`src/rtl/ysyx_24080014_lsu.sv`:
```
// ysyx_24080014_lsu: multicycle load/store unit between EXU and the data-memory port.
// One memory instruction is in flight at a time. The request is word-aligned,
// store data is lane-replicated with a byte mask, and load data is aligned and
// extended before being handed to WBU.
//
// Optional build macro: YSYX_24080014_LSU_MISALIGN_CHECK_EN
//   defined   : H with addr[0]=1 or W with addr[1:0]!=0 faults without a memory access
//   undefined : misaligned low offset bits are ignored (H uses addr[1], W the aligned word)
//
// state  | meaning
// -------+---------------------------------------------------------------
// IDLE   | ready for a new instruction from EXU
// REQ    | mem_req_valid held with stable fields until mem_req_ready
// WAIT   | request accepted, waiting for the one-cycle response pulse
// DONE   | out_valid held with stable result until out_ready

module ysyx_24080014_lsu #(
  parameter int ADDR_W = 32
) (
  input  logic              clk,
  input  logic              rst_n,

  input  logic              in_valid,
  output logic              in_ready,
  input  logic              in_load,
  input  logic              in_store,
  input  logic [2:0]        in_funct3,
  input  logic [ADDR_W-1:0] in_addr,
  input  logic [31:0]       in_wdata,
  input  logic [4:0]        in_rd,

  output logic              mem_req_valid,
  input  logic              mem_req_ready,
  output logic              mem_req_wen,
  output logic [ADDR_W-1:0] mem_req_addr,
  output logic [31:0]       mem_req_wdata,
  output logic [3:0]        mem_req_wmask,

  input  logic              mem_rsp_valid,
  input  logic [31:0]       mem_rsp_rdata,
  input  logic              mem_rsp_err,

  output logic              out_valid,
  input  logic              out_ready,
  output logic [31:0]       out_rdata,
  output logic [4:0]        out_rd,
  output logic              out_wen,
  output logic              out_err
);

  typedef enum logic [1:0] {
    S_IDLE = 2'd0,
    S_REQ  = 2'd1,
    S_WAIT = 2'd2,
    S_DONE = 2'd3
  } state_t;

  localparam logic [2:0] F3_B  = 3'b000;
  localparam logic [2:0] F3_H  = 3'b001;
  localparam logic [2:0] F3_W  = 3'b010;
  localparam logic [2:0] F3_BU = 3'b100;
  localparam logic [2:0] F3_HU = 3'b101;

  state_t      state;

  // Attributes of the accepted instruction needed when the response returns
  logic        lat_load;
  logic [2:0]  lat_funct3;
  logic [1:0]  lat_off;

  // Decode of the incoming request
  logic [1:0]  in_off;
  logic        f3_known;
  logic        misaligned;
  logic        req_ok;
  logic [3:0]  st_wmask;
  logic [31:0] st_wdata;

  // Load extraction from the response word
  logic [7:0]  rsp_byte;
  logic [15:0] rsp_half;
  logic [31:0] ld_data;

  assign in_off   = in_addr[1:0];
  assign in_ready = (state == S_IDLE);

`ifdef YSYX_24080014_LSU_MISALIGN_CHECK_EN
  // H/HU need an even offset, W needs offset 0
  assign misaligned = ((in_funct3[1:0] == 2'b01) && in_off[0]) ||
                      ((in_funct3[1:0] == 2'b10) && (in_off != 2'b00));
`else
  assign misaligned = 1'b0;
`endif

  // Request legality: one op type, known width, no unsigned stores, alignment if enabled
  always_comb begin
    f3_known = (in_funct3 == F3_B)  || (in_funct3 == F3_H)  || (in_funct3 == F3_W) ||
               (in_funct3 == F3_BU) || (in_funct3 == F3_HU);
    req_ok   = (in_load != in_store) && f3_known &&
               !(in_store && in_funct3[2]) && !misaligned;
  end

  // Store lane mask and replicated data; width codes already known to be B/H/W here
  always_comb begin
    st_wmask = 4'b1111;
    st_wdata = in_wdata;
    case (in_funct3[1:0])
      2'b00: begin
        st_wmask = 4'b0001 << in_off;
        st_wdata = {4{in_wdata[7:0]}};
      end
      2'b01: begin
        st_wmask = 4'b0011 << {in_off[1], 1'b0};
        st_wdata = {2{in_wdata[15:0]}};
      end
      default: begin
        st_wmask = 4'b1111;
        st_wdata = in_wdata;
      end
    endcase
  end

  // Select the addressed byte/halfword from the response and extend it
  always_comb begin
    rsp_byte = mem_rsp_rdata[7:0];
    case (lat_off)
      2'd0:    rsp_byte = mem_rsp_rdata[7:0];
      2'd1:    rsp_byte = mem_rsp_rdata[15:8];
      2'd2:    rsp_byte = mem_rsp_rdata[23:16];
      default: rsp_byte = mem_rsp_rdata[31:24];
    endcase
    rsp_half = lat_off[1] ? mem_rsp_rdata[31:16] : mem_rsp_rdata[15:0];
    case (lat_funct3)
      F3_B:    ld_data = {{24{rsp_byte[7]}}, rsp_byte};
      F3_BU:   ld_data = {24'd0, rsp_byte};
      F3_H:    ld_data = {{16{rsp_half[15]}}, rsp_half};
      F3_HU:   ld_data = {16'd0, rsp_half};
      default: ld_data = mem_rsp_rdata;
    endcase
  end

  // Control FSM with registered request and result outputs
  always_ff @(posedge clk or negedge rst_n) begin
    if (!rst_n) begin
      state         <= S_IDLE;
      lat_load      <= 1'b0;
      lat_funct3    <= 3'd0;
      lat_off       <= 2'd0;
      mem_req_valid <= 1'b0;
      mem_req_wen   <= 1'b0;
      mem_req_addr  <= '0;
      mem_req_wdata <= 32'd0;
      mem_req_wmask <= 4'd0;
      out_valid     <= 1'b0;
      out_rdata     <= 32'd0;
      out_rd        <= 5'd0;
      out_wen       <= 1'b0;
      out_err       <= 1'b0;
    end else begin
      case (state)
        S_IDLE: begin
          if (in_valid) begin
            lat_load   <= in_load;
            lat_funct3 <= in_funct3;
            lat_off    <= in_off;
            out_rd     <= in_rd;
            out_rdata  <= 32'd0;
            out_wen    <= 1'b0;
            if (req_ok) begin
              mem_req_valid <= 1'b1;
              mem_req_wen   <= in_store;
              mem_req_addr  <= {in_addr[ADDR_W-1:2], 2'b00};
              mem_req_wdata <= in_store ? st_wdata : 32'd0;
              mem_req_wmask <= in_store ? st_wmask : 4'd0;
              out_err       <= 1'b0;
              state         <= S_REQ;
            end else begin
              // Illegal request: report the fault without touching memory
              out_err   <= 1'b1;
              out_valid <= 1'b1;
              state     <= S_DONE;
            end
          end
        end
        S_REQ: begin
          if (mem_req_ready) begin
            mem_req_valid <= 1'b0;
            state         <= S_WAIT;
          end
        end
        S_WAIT: begin
          if (mem_rsp_valid) begin
            out_valid <= 1'b1;
            state     <= S_DONE;
            if (mem_rsp_err) begin
              out_err   <= 1'b1;
              out_rdata <= 32'd0;
              out_wen   <= 1'b0;
            end else begin
              out_err   <= 1'b0;
              out_rdata <= lat_load ? ld_data : 32'd0;
              out_wen   <= lat_load && (out_rd != 5'd0);
            end
          end
        end
        S_DONE: begin
          if (out_ready) begin
            out_valid <= 1'b0;
            state     <= S_IDLE;
          end
        end
        default: state <= S_IDLE;
      endcase
    end
  end

endmodule

```
`config.mk`:
```
export PLATFORM = sky130hd
export DESIGN_NAME = ysyx_24080014_lsu
export DESIGN_NICKNAME = d
export VERILOG_FILES = /design/src/rtl/ysyx_24080014_lsu.sv
export SDC_FILE = /design/constraint.sdc
export NUM_CORES = 1
export LEC_CHECK = 0
export CORE_MARGIN = 2
export CORE_UTILIZATION = 45
export DETAILED_ROUTE_END_ITERATION = 10
export HOLD_SLACK_MARGIN = 0.12
export PLACE_DENSITY = 0.89
export RECOVER_POWER = 50
export SLEW_MARGIN = 15
export SYNTH_ARGS = -nofsm -noshare
export SYNTH_HDL_FRONTEND = slang
export SYNTH_SLANG_ARGS = --single-unit
export TNS_END_PERCENT = 10
```
`constraint.sdc`:
```
create_clock -name clk -period 3.5 [get_ports clk]
set_input_delay 1.05 -clock clk [delete_from_list [all_inputs] [get_ports clk]]
set_output_delay 1.05 -clock clk [all_outputs]
set_load 0.01 [all_outputs]
```
# After elaboration in Yosys (flattened, before gate mapping)
# Index checks and enable logic that the tools add are counted.
# classes
n_reduce_logical	24
addsub	0
bitwise	0
n_shift	2
eq_ne	20
n_mul	0
n_div	0
n_mux	36
magnitude_cmp	0
# op_table
op	count
32-bit 2-to-1 mux	5
32-bit case mux with 2 select lines	2
32-bit case mux with 4 select lines	1
8-bit case mux with 3 select lines	1
16-bit 2-to-1 mux	1
1-bit 2-to-1 mux	14
3-bit equality test (second input constant)	4
2-bit 2-to-1 mux	5
2-bit inequality test (second input constant)	5
2-bit case mux with 4 select lines	1
4-bit case mux with 2 select lines	1
4-bit AND reduction	2
2-bit by 1-bit equality test with 1-bit output (second input constant)	3
2-bit equality test (second input constant)	3
3-bit by 1-bit equality test with 1-bit output (second input constant)	2
2-bit zero test	3
3-bit zero test	2
1-bit case mux with 2 select lines	3
3-bit AND reduction	2
5-bit AND reduction	1
5-bit nonzero test	1
1-bit logical AND	4
1-bit logical OR	4
4-bit 2-to-1 mux	1
other kinds (10)	11
# word_totals
n_memories	0
rom_bits	0
wordCells	96
ff_bits	116
mem_bits_rw	0
latchBits	0
output_inout_bits	111
in_bits	113

# Depth between registers and ports, before layout
# Gate-level depths: netlist of run 1.
# logic_depth
word_depth	10
depth_mapped	8
mapped_depth_nobuf	6

# Worst setup path before layout of run 1
# OpenSTA, ideal clock, no wires.
# synth_timing
path_kind	input-to-reg
from	input port in_funct3[0]
to	register mem_req_addr[10]
t_required_ns	3.375
n_path_buf	3
arrival_time_ns	2.323
setup_ns	0.125
cell_stages	7
slack_ns	1.052
cell_sequence	buf_6 and2_4 o32a_1 buf_6 nor2_8 buf_6 mux2_2
# synth_via
elab_chain_len	8
word_cells_on_any_way	12
cone_classes	eq/ne (4); reduce/logical (8)
# synth_lines
element	line_no	source
start: declaration	27	input logic [2:0] in_funct3,
3-bit by 1-bit equality test with 1-bit output / 3-bit zero test (equally long branches)	97	f3_known = (in_funct3 == F3_B) || (in_funct3 == F3_H) || (in_funct3 == F3_W) ||
1-bit logical OR (3 in series)	97	
1-bit logical OR (*)	98	(in_funct3 == F3_BU) || (in_funct3 == F3_HU);
1-bit logical AND (*) (2 in series)	99	req_ok = (in_load != in_store) && f3_known &&
3-bit AND reduction (no source line) (*)	--	
end signal: assignment	172	mem_req_addr <= {in_addr[ADDR_W-1:2], 2'b00};
end: declaration	35	output logic [ADDR_W-1:0] mem_req_addr,
# Mark *: on every way between the ends. The rest lies on a longest branch, timed or not.
# A chain may end at the register's enable or synchronous reset.

# Final worst setup path of run 1
# layout_timing
from	register state[1]
to	output port in_ready
# layout_via
elab_chain_len	1
# layout_lines
element	line_no	source
start: declaration	64	state_t state;
start signal: assignment	145	state <= S_IDLE;
start signal: assignment	176	state <= S_REQ;
start signal: assignment	181	state <= S_DONE;
2-bit zero test	85	assign in_ready = (state == S_IDLE);
end: declaration	24	output logic in_ready,
# Every way passes these cells.

==> run_results.csv, run 1 <==
group,metric,value,unit
setup_path,path_buf_inv,2,
cells_and_area,syn2layout_area_growth,51.2,%
global_route,overflow,0,
pwr,power.total,7010,uW
drt,vias,5037,
setup_path,crit_path_start_kind,"flop",
global_route,grt_pass1_vias,5143,
pwr,p_leak,0.00369,uW
cells_and_area,nets,825,
timing,max_freq,345,MHz
logic_synthesis,yosys.area.top_type,"dfrtp_1",
status,failed_checks,"capacitance limit, slew limit",
timing,max_slew_margin,-8.97,%
timing,holdWs,480,ps
place,dpl.hpwl,12100,um
logic_synthesis,synth.avg_cell_area,11.3,um2
clock_network,cts_setup_buffers,0,
logic_synthesis,netlist_top_cells_count,"dfrtp_1, o21ai_0, nand2_1, mux2i_1, a221o_1",
clock_network,cts_root_buf,"clkbuf_16",
drt,drc,0,
clock_network,cts_tree,"built",
logic_synthesis,yosys.cell_types.count,49,
logic_synthesis,synth_most_common_cell,"dfrtp_1",
min_path,holdCritPathClass,"flop to flop",
setup_path,worstPathCellList,"inv_1, ha_1, clkdlybuf4s50_1",
flow_run,drv_cap,1,
floorplanning,core,0.0125,mm2
global_route,antenna_found_initial,0,
setup_path,cp_max_fo,7,
clock_network,cts_inserted_buffers,17,
drt,wl_per_cell,19.4,um
setup_path,crit_family,"buffers and inverters",
drt,finalWirelength,17300,um
clock_network,worstSkewPairLatency,410,ps
cells_and_area,fillers,914,
pwr,power_density,818,mW/mm2
logic_synthesis,ys_dominant_reg_cell,"dfrtp_1",
floorplanning,dieWidth,116,um
cells_and_area,n_antenna_cell,0,
status,outcome,"finished, violations left",
cells_and_area,drive_gt1_share,9.72,%
setup_path,max_stage_delay,600,ps
floorplanning,row_count,41,
place,dpl_worst_slack,333,ps
setup_path,critPathRequiredTime,2450,ps
logic_synthesis,yosysSeqAreaShare,51.2,%
floorplanning,ios,224,
drt,vias_per_cell,5.65,
logic_synthesis,synth.top_cell.area_share,51.2,%
drt,drt-pass1-iter-count,5,
global_route,grt_max_degree,81,
setup_path,criticalPathCategory,"flop to output pin",
clock_network,htree_levels,4,
logic_synthesis,syn_inst,501,
clock_network,clkTransAtPathRegs,50,ps
logic_synthesis,ys_top_cells_by_area,"dfrtp_1, mux2i_1, o21ai_0",
logic_synthesis,synth_warnings,0,
global_route,grt_pass1_wl,26600,um
global_route,track_usage,25.7,%
setup_path,crit_slowest_cell,"clkdlybuf4s50_1",
clock_network,cts_sinks,116,
clock_network,ctsResizeCount,0,
place,port-buffer-count,221,
logic_synthesis,synth_edf_count,0,
timing,hold_viol,0,
drt,drtAntennaViolNets,0,
timing,period_needed,2900,ps
timing,rsz0062_at_grt,"false",
timing,finalSetupViolations,0,
logic_synthesis,syn_area,0.00567,mm2
place,routabilityCongestion,0.876,
timing,min_period_over_period,82.7,%
timing,timing.final.ws_setup,605,ps
drt,drt_iter0_markers,506,
setup_path,cp_data_arrival_time,1850,ps
pwr,ir_worst_vdd,0.406,mV
timing,setup_tns,0,ps
floorplanning,die-area,0.0135,mm2
timing,worst_pin_slew,1630,ps
floorplanning,fp.dieH,116,um
timing,final_max_slew_viol_count,63,
setup_path,cp-end-kind,"output pin",
clock_network,clock_path_buffers,2,
timing,skew,6.78,ps
logic_synthesis,async_flop_share,100,%
logic_synthesis,ys_seq_elements,116,
floorplanning,start_util,45.5,%
clock_network,cts_hold_buf,0,
[state kept, by name, indices dropped and copies added, names as in the netlist]
name / flops
mem_req_addr: 30
out_rd: 5
mem_req_wen: 1
lat_off: 2
out_rdata: 32
mem_req_wdata: 32
out_wen: 1
lat_load: 1
mem_req_wmask: 4
out_err: 1
lat_funct3: 3
mem_req_valid: 1
state: 2
out_valid: 1
[final cells by class]
cell class / instances / area (um2) / share of cell area [%]
Clock buffer: 23 / 488 / 5.69
Multi-Input combinational cell: 333 / 2470 / 28.8
Tap cell: 172 / 215 / 2.51
Sequential cell: 116 / 2900 / 33.8
Clock inverter: 9 / 173 / 2.01
Timing Repair Buffer: 229 / 2290 / 26.7
Inverter: 10 / 37.5 / 0.438
[kinds of logic (layout without fill, tap and decap cells)]
| family | Yosys count | in the layout | share of synthesized area, % |
|---|---|---|---|
| fa+ha+maj | 5 | 5 | 1.10 |
| buf+inv | 53 | 271 | 5.42 |
| compound gates | 163 | 163 | 20.0 |
| simple gates | 86 | 86 | 7.54 |
| mux | 77 | 77 | 14.7 |
| other cells | 1 | 2 | 0.0661 |
| flops | 116 | 116 | 51.2 |
[layer usage]
layer / share of wire [%] / vias up / GRT usage (%)
met5: 0 / - / 0
met4: 3.4 / 0 / 12.5
met3: 8.9 / 49 / 8.04
met2: 50 / 249 / 43.1
met1: 38 / 2449 / 30.0
li1: - / 2290 / -
[report_power, final]
group | switching (uW) | leakage [uW] | internal (uW)
Clock | 602 | 0.000323 | 1330
Sequential | 423 | 0.00150 | 1890
Combinational | 1270 | 0.00187 | 1490
Total | 2300 | 0.00369 | 4710
[worst paths after layout]
| path | from | end | slack [ps] | cells after the start |
|---|---|---|---|---|
| max in group asynchronous | rst_n | out_valid | 1410 | 2 |
| worst min register to register | mem_req_addr[25] | mem_req_addr[25] | 480 | 1 |
| worst min-delay path | mem_req_addr[25] | mem_req_addr[25] | 480 | 1 |
| worst max-delay path | state[1] | in_ready | 600 | 3 |
| min in group asynchronous | rst_n | out_rd[3] | 1040 | 1 |
| worst max register to register | lat_off[1] | out_rdata[11] | 1240 | 4 |
[placed cells by master (no fill, tap or decap), types with 2 or more instances in the layout]
cell type | Yosys | final
nand2_1 | 47 | 47
or3_1 | 7 | 7
buf_12 | 0 | 2
inv_1 | 9 | 9
a2111oi_0 | 5 | 5
o311ai_1 | 2 | 2
clkdlybuf4s50_1 | 0 | 186
nand2b_1 | 10 | 10
o41ai_1 | 16 | 16
clkbuf_8 | 0 | 4
nor2_1 | 4 | 4
dfrtp_1 | 116 | 116
mux2i_1 | 35 | 35
clkinv_2 | 0 | 3
a22o_1 | 2 | 2
o31ai_1 | 18 | 18
conb_1 | 1 | 2
clkbuf_16 | 0 | 17
mux2_1 | 21 | 21
nand3_1 | 2 | 2
bufinv_16 | 0 | 5
a21oi_1 | 14 | 14
a221o_1 | 22 | 22
and2_4 | 2 | 2
o22ai_1 | 5 | 5
mux2_2 | 20 | 20
ha_1 | 5 | 5
clkbuf_1 | 21 | 2
dlygate4sd3_1 | 0 | 34
nor2b_1 | 5 | 5
nor3_1 | 2 | 2
buf_4 | 3 | 6
o21ai_0 | 68 | 68
[through the flow]
stage	instances	cell area [um2]	util, %
CTS	892	8580	68.8
global placement	860	7920	63.5
detailed placement	860	7920	63.5
floorplan	502	5680	-
global route	892	8580	68.8
finish	892	8580	68.8
(Power assumes the default switching activity.)
==> run 2, diff against run 1 <==
--- a/config.mk
+++ b/config.mk
@@ -6,10 +6,10 @@
 export NUM_CORES = 1
 export LEC_CHECK = 0
 export CORE_MARGIN = 2
-export CORE_UTILIZATION = 45
+export CORE_UTILIZATION = 44
 export DETAILED_ROUTE_END_ITERATION = 10
 export HOLD_SLACK_MARGIN = 0.12
-export PLACE_DENSITY = 0.89
+export PLACE_DENSITY = 0.88
 export RECOVER_POWER = 50
 export SLEW_MARGIN = 15
 export SYNTH_ARGS = -nofsm -noshare
==> constraint.sdc (replaced) <==
create_clock -name clk -period 2.96 [get_ports clk]
set_input_delay 0.888 -clock clk [delete_from_list [all_inputs] [get_ports clk]]
set_output_delay 0.888 -clock clk [all_outputs]
set_load 0.01 [all_outputs]
==> run_results.csv, run 2 (synthesis gave the netlist of run 1 again) <==
group,metric,value,unit
status,outcome,"finished, violations left",
status,failed_checks,"capacitance limit, slew limit",
drt,drt_iter0_markers,599,
timing,rsz0062_at_grt,"false",
drt,wl_per_cell,19.6,um
drt,vias,5160,
setup_path,r2r_setup_slack,680,ps
timing,final_max_slew_viol_count,117,
place,dpl_worst_slack,84.8,ps
setup_path,crit_family,"buffers and inverters",
cells_and_area,most-common-layout-cells,"clkdlybuf4s50_1, dfrtp_1, o21ai_0",
drt,drc,0,
drt,finalWirelength,17600,um
timing,hold_viol,0,
cells_and_area,nets,831,
setup_path,cp-end-kind,"output pin",
setup_path,path_buf_inv,2,
setup_path,r2r_end,"out_rd[4]",
setup_path,crit_slowest_cell,"clkdlybuf4s50_1",
min_path,hold_path_depth,1,
timing,finalSetupViolations,0,
min_path,holdCritPathClass,"flop to flop",
global_route,antenna_found_initial,0,
setup_path,cp-startpoint,"state[1]",
clock_network,cts_root_buf,"clkbuf_16",
setup_path,r2r_cells,5,
timing,worst_pin_slew,1630,ps
floorplanning,core,0.0126,mm2
clock_network,ctsResizeCount,0,
floorplanning,row_count,41,
cells_and_area,drive_gt1_share,9.92,%
setup_path,worstPathCellList,"inv_1, ha_1, clkdlybuf4s50_1",
clock_network,cts_tree,"built",
clock_network,cts_hold_buf,0,
clock_network,worstSkewPairLatency,410,ps
timing,setup_tns,0,ps
cells_and_area,n_antenna_cell,0,
setup_path,criticalPathCategory,"flop to output pin",
global_route,grt_pass1_wl,28400,um
cells_and_area,multiInputGateArea,0.00247,mm2
setup_path,max_stage_delay,590,ps
cells_and_area,reg_top3,"mem_req_wdata x32, out_rdata x32, mem_req_addr x30",
setup_path,cp_max_fo,7,
floorplanning,start_util,45.0,%
global_route,grt_max_degree,117,
clock_network,clock_path_buffers,2,
drt,drt-pass1-iter-count,5,
min_path,worstHoldEndpoint,"mem_req_addr[12]",
clock_network,cts_sinks,116,
place,dpl.hpwl,12200,um
clock_network,cts_inserted_buffers,17,
global_route,track_usage,25.9,%
global_route,overflow,0,
timing,period_needed,2720,ps
cells_and_area,fillers,982,
setup_path,crit_cells,3,
setup_path,crit_path_start_kind,"flop",
place,routabilityCongestion,0.928,
setup_path,reg2reg_from,"state[0]",
timing,min_period_over_period,92.0,%
place,port-buffer-count,221,
clock_network,cts_setup_buffers,0,
min_path,hp-start,"mem_req_addr[12]",
cells_and_area,seq_area,0.00290,mm2
cells_and_area,syn2layout_area_growth,49.9,%
flow_run,drv_cap,1,
floorplanning,fp.dieH,118,um
timing,skew,6.26,ps
timing,max_freq,367,MHz
floorplanning,ios,224,
setup_path,critPathRequiredTime,2070,ps
pwr,p_leak,0.00366,uW
drt,drtAntennaViolNets,0,
global_route,grt_pass1_vias,5355,
clock_network,htree_levels,4,
cells_and_area,layout_commonest_cell,"clkdlybuf4s50_1",
drt,vias_per_cell,5.75,
pwr,ir_worst_vdd,0.439,mV
setup_path,cp_data_arrival_time,1830,ps
floorplanning,die-area,0.0138,mm2
timing,max_slew_margin,-8.65,%
floorplanning,dieWidth,118,um
pwr,power_density,939,mW/mm2
clock_network,clkTransAtPathRegs,50,ps
timing,timing.final.ws_setup,238,ps
-- run 2: cell count changes in the layout (fill, tap and decap cells not counted), moves of 2 or more --
cell	previous run	this run
clkdlybuf4s50_1	186	193
dlygate4sd3_1	34	27
clkinv_2	3	8
bufinv_16	5	2
buf_4	6	8
clkbuf_1	2	4
clkbuf_4	0	2
clkbuf_8	4	2
-- run 2: cell type report --
| type | instances | share of cell area (%) |
|---|---|---|
| Sequential cell | 116 | 34.1 |
| Inverter | 10 | 0.441 |
| Multi-Input combinational cell | 333 | 29.0 |
| Tap cell | 172 | 2.53 |
| Clock buffer | 21 | 5.41 |
| Timing Repair Buffer | 235 | 27.2 |
| Clock inverter | 11 | 1.28 |
-- run 2: per-stage QoR --
stage	cells	cell area (um2)	hold WS (ps)	power [uW]	util (%)
2_1_floorplan	502	5680	471	4240	-
3_3_place_gp	866	7970	460	5930	63.1
3_5_place_dp	866	7970	466	6070	63.1
4_1_cts	898	8540	486	8100	67.6
5_1_grt	898	8510	501	8420	67.4
6_report	898	8510	476	7990	67.4
-- run 2: routing by layer --
metal | up-vias | routed length (um) | part of all wire, % | GRT usage [%]
met5 | - | 0 | 0 | 0
met4 | 0 | 492 | 2.8 | 11.1
met3 | 38 | 1580 | 9.0 | 8.28
met2 | 297 | 8760 | 50 | 42.5
met1 | 2523 | 6750 | 38 | 31.4
li1 | 2302 | - | - | -
-- run 2: worst max path at each step --
stage | endpoint | slack (ps)
2_1_floorplan | mem_req_addr[10] | 670
3_3_place_gp | mem_req_addr[7] | 210
3_5_place_dp | mem_req_wdata[11] | 80
4_1_cts | in_ready | 190
5_1_grt | in_ready | 130
6_report | in_ready | 240
-- run 2: report_power, final --
part	total [uW]	internal [uW]	leakage, uW	switching, uW
Sequential	2740	2240	0.00150	504
Combinational	3270	1760	0.00187	1500
Clock	1980	1270	0.000290	712
Total	7990	5270	0.00366	2720
==> run 3, diff against run 2 <==
--- a/config.mk
+++ b/config.mk
@@ -11,6 +11,7 @@
 export HOLD_SLACK_MARGIN = 0.12
 export PLACE_DENSITY = 0.88
 export RECOVER_POWER = 50
+export SKIP_LAST_GASP = 1
 export SLEW_MARGIN = 15
 export SYNTH_ARGS = -nofsm -noshare
 export SYNTH_HDL_FRONTEND = slang
==> results of run 3 <==
Final layout, timing and power as in run 2 (identical DEF).
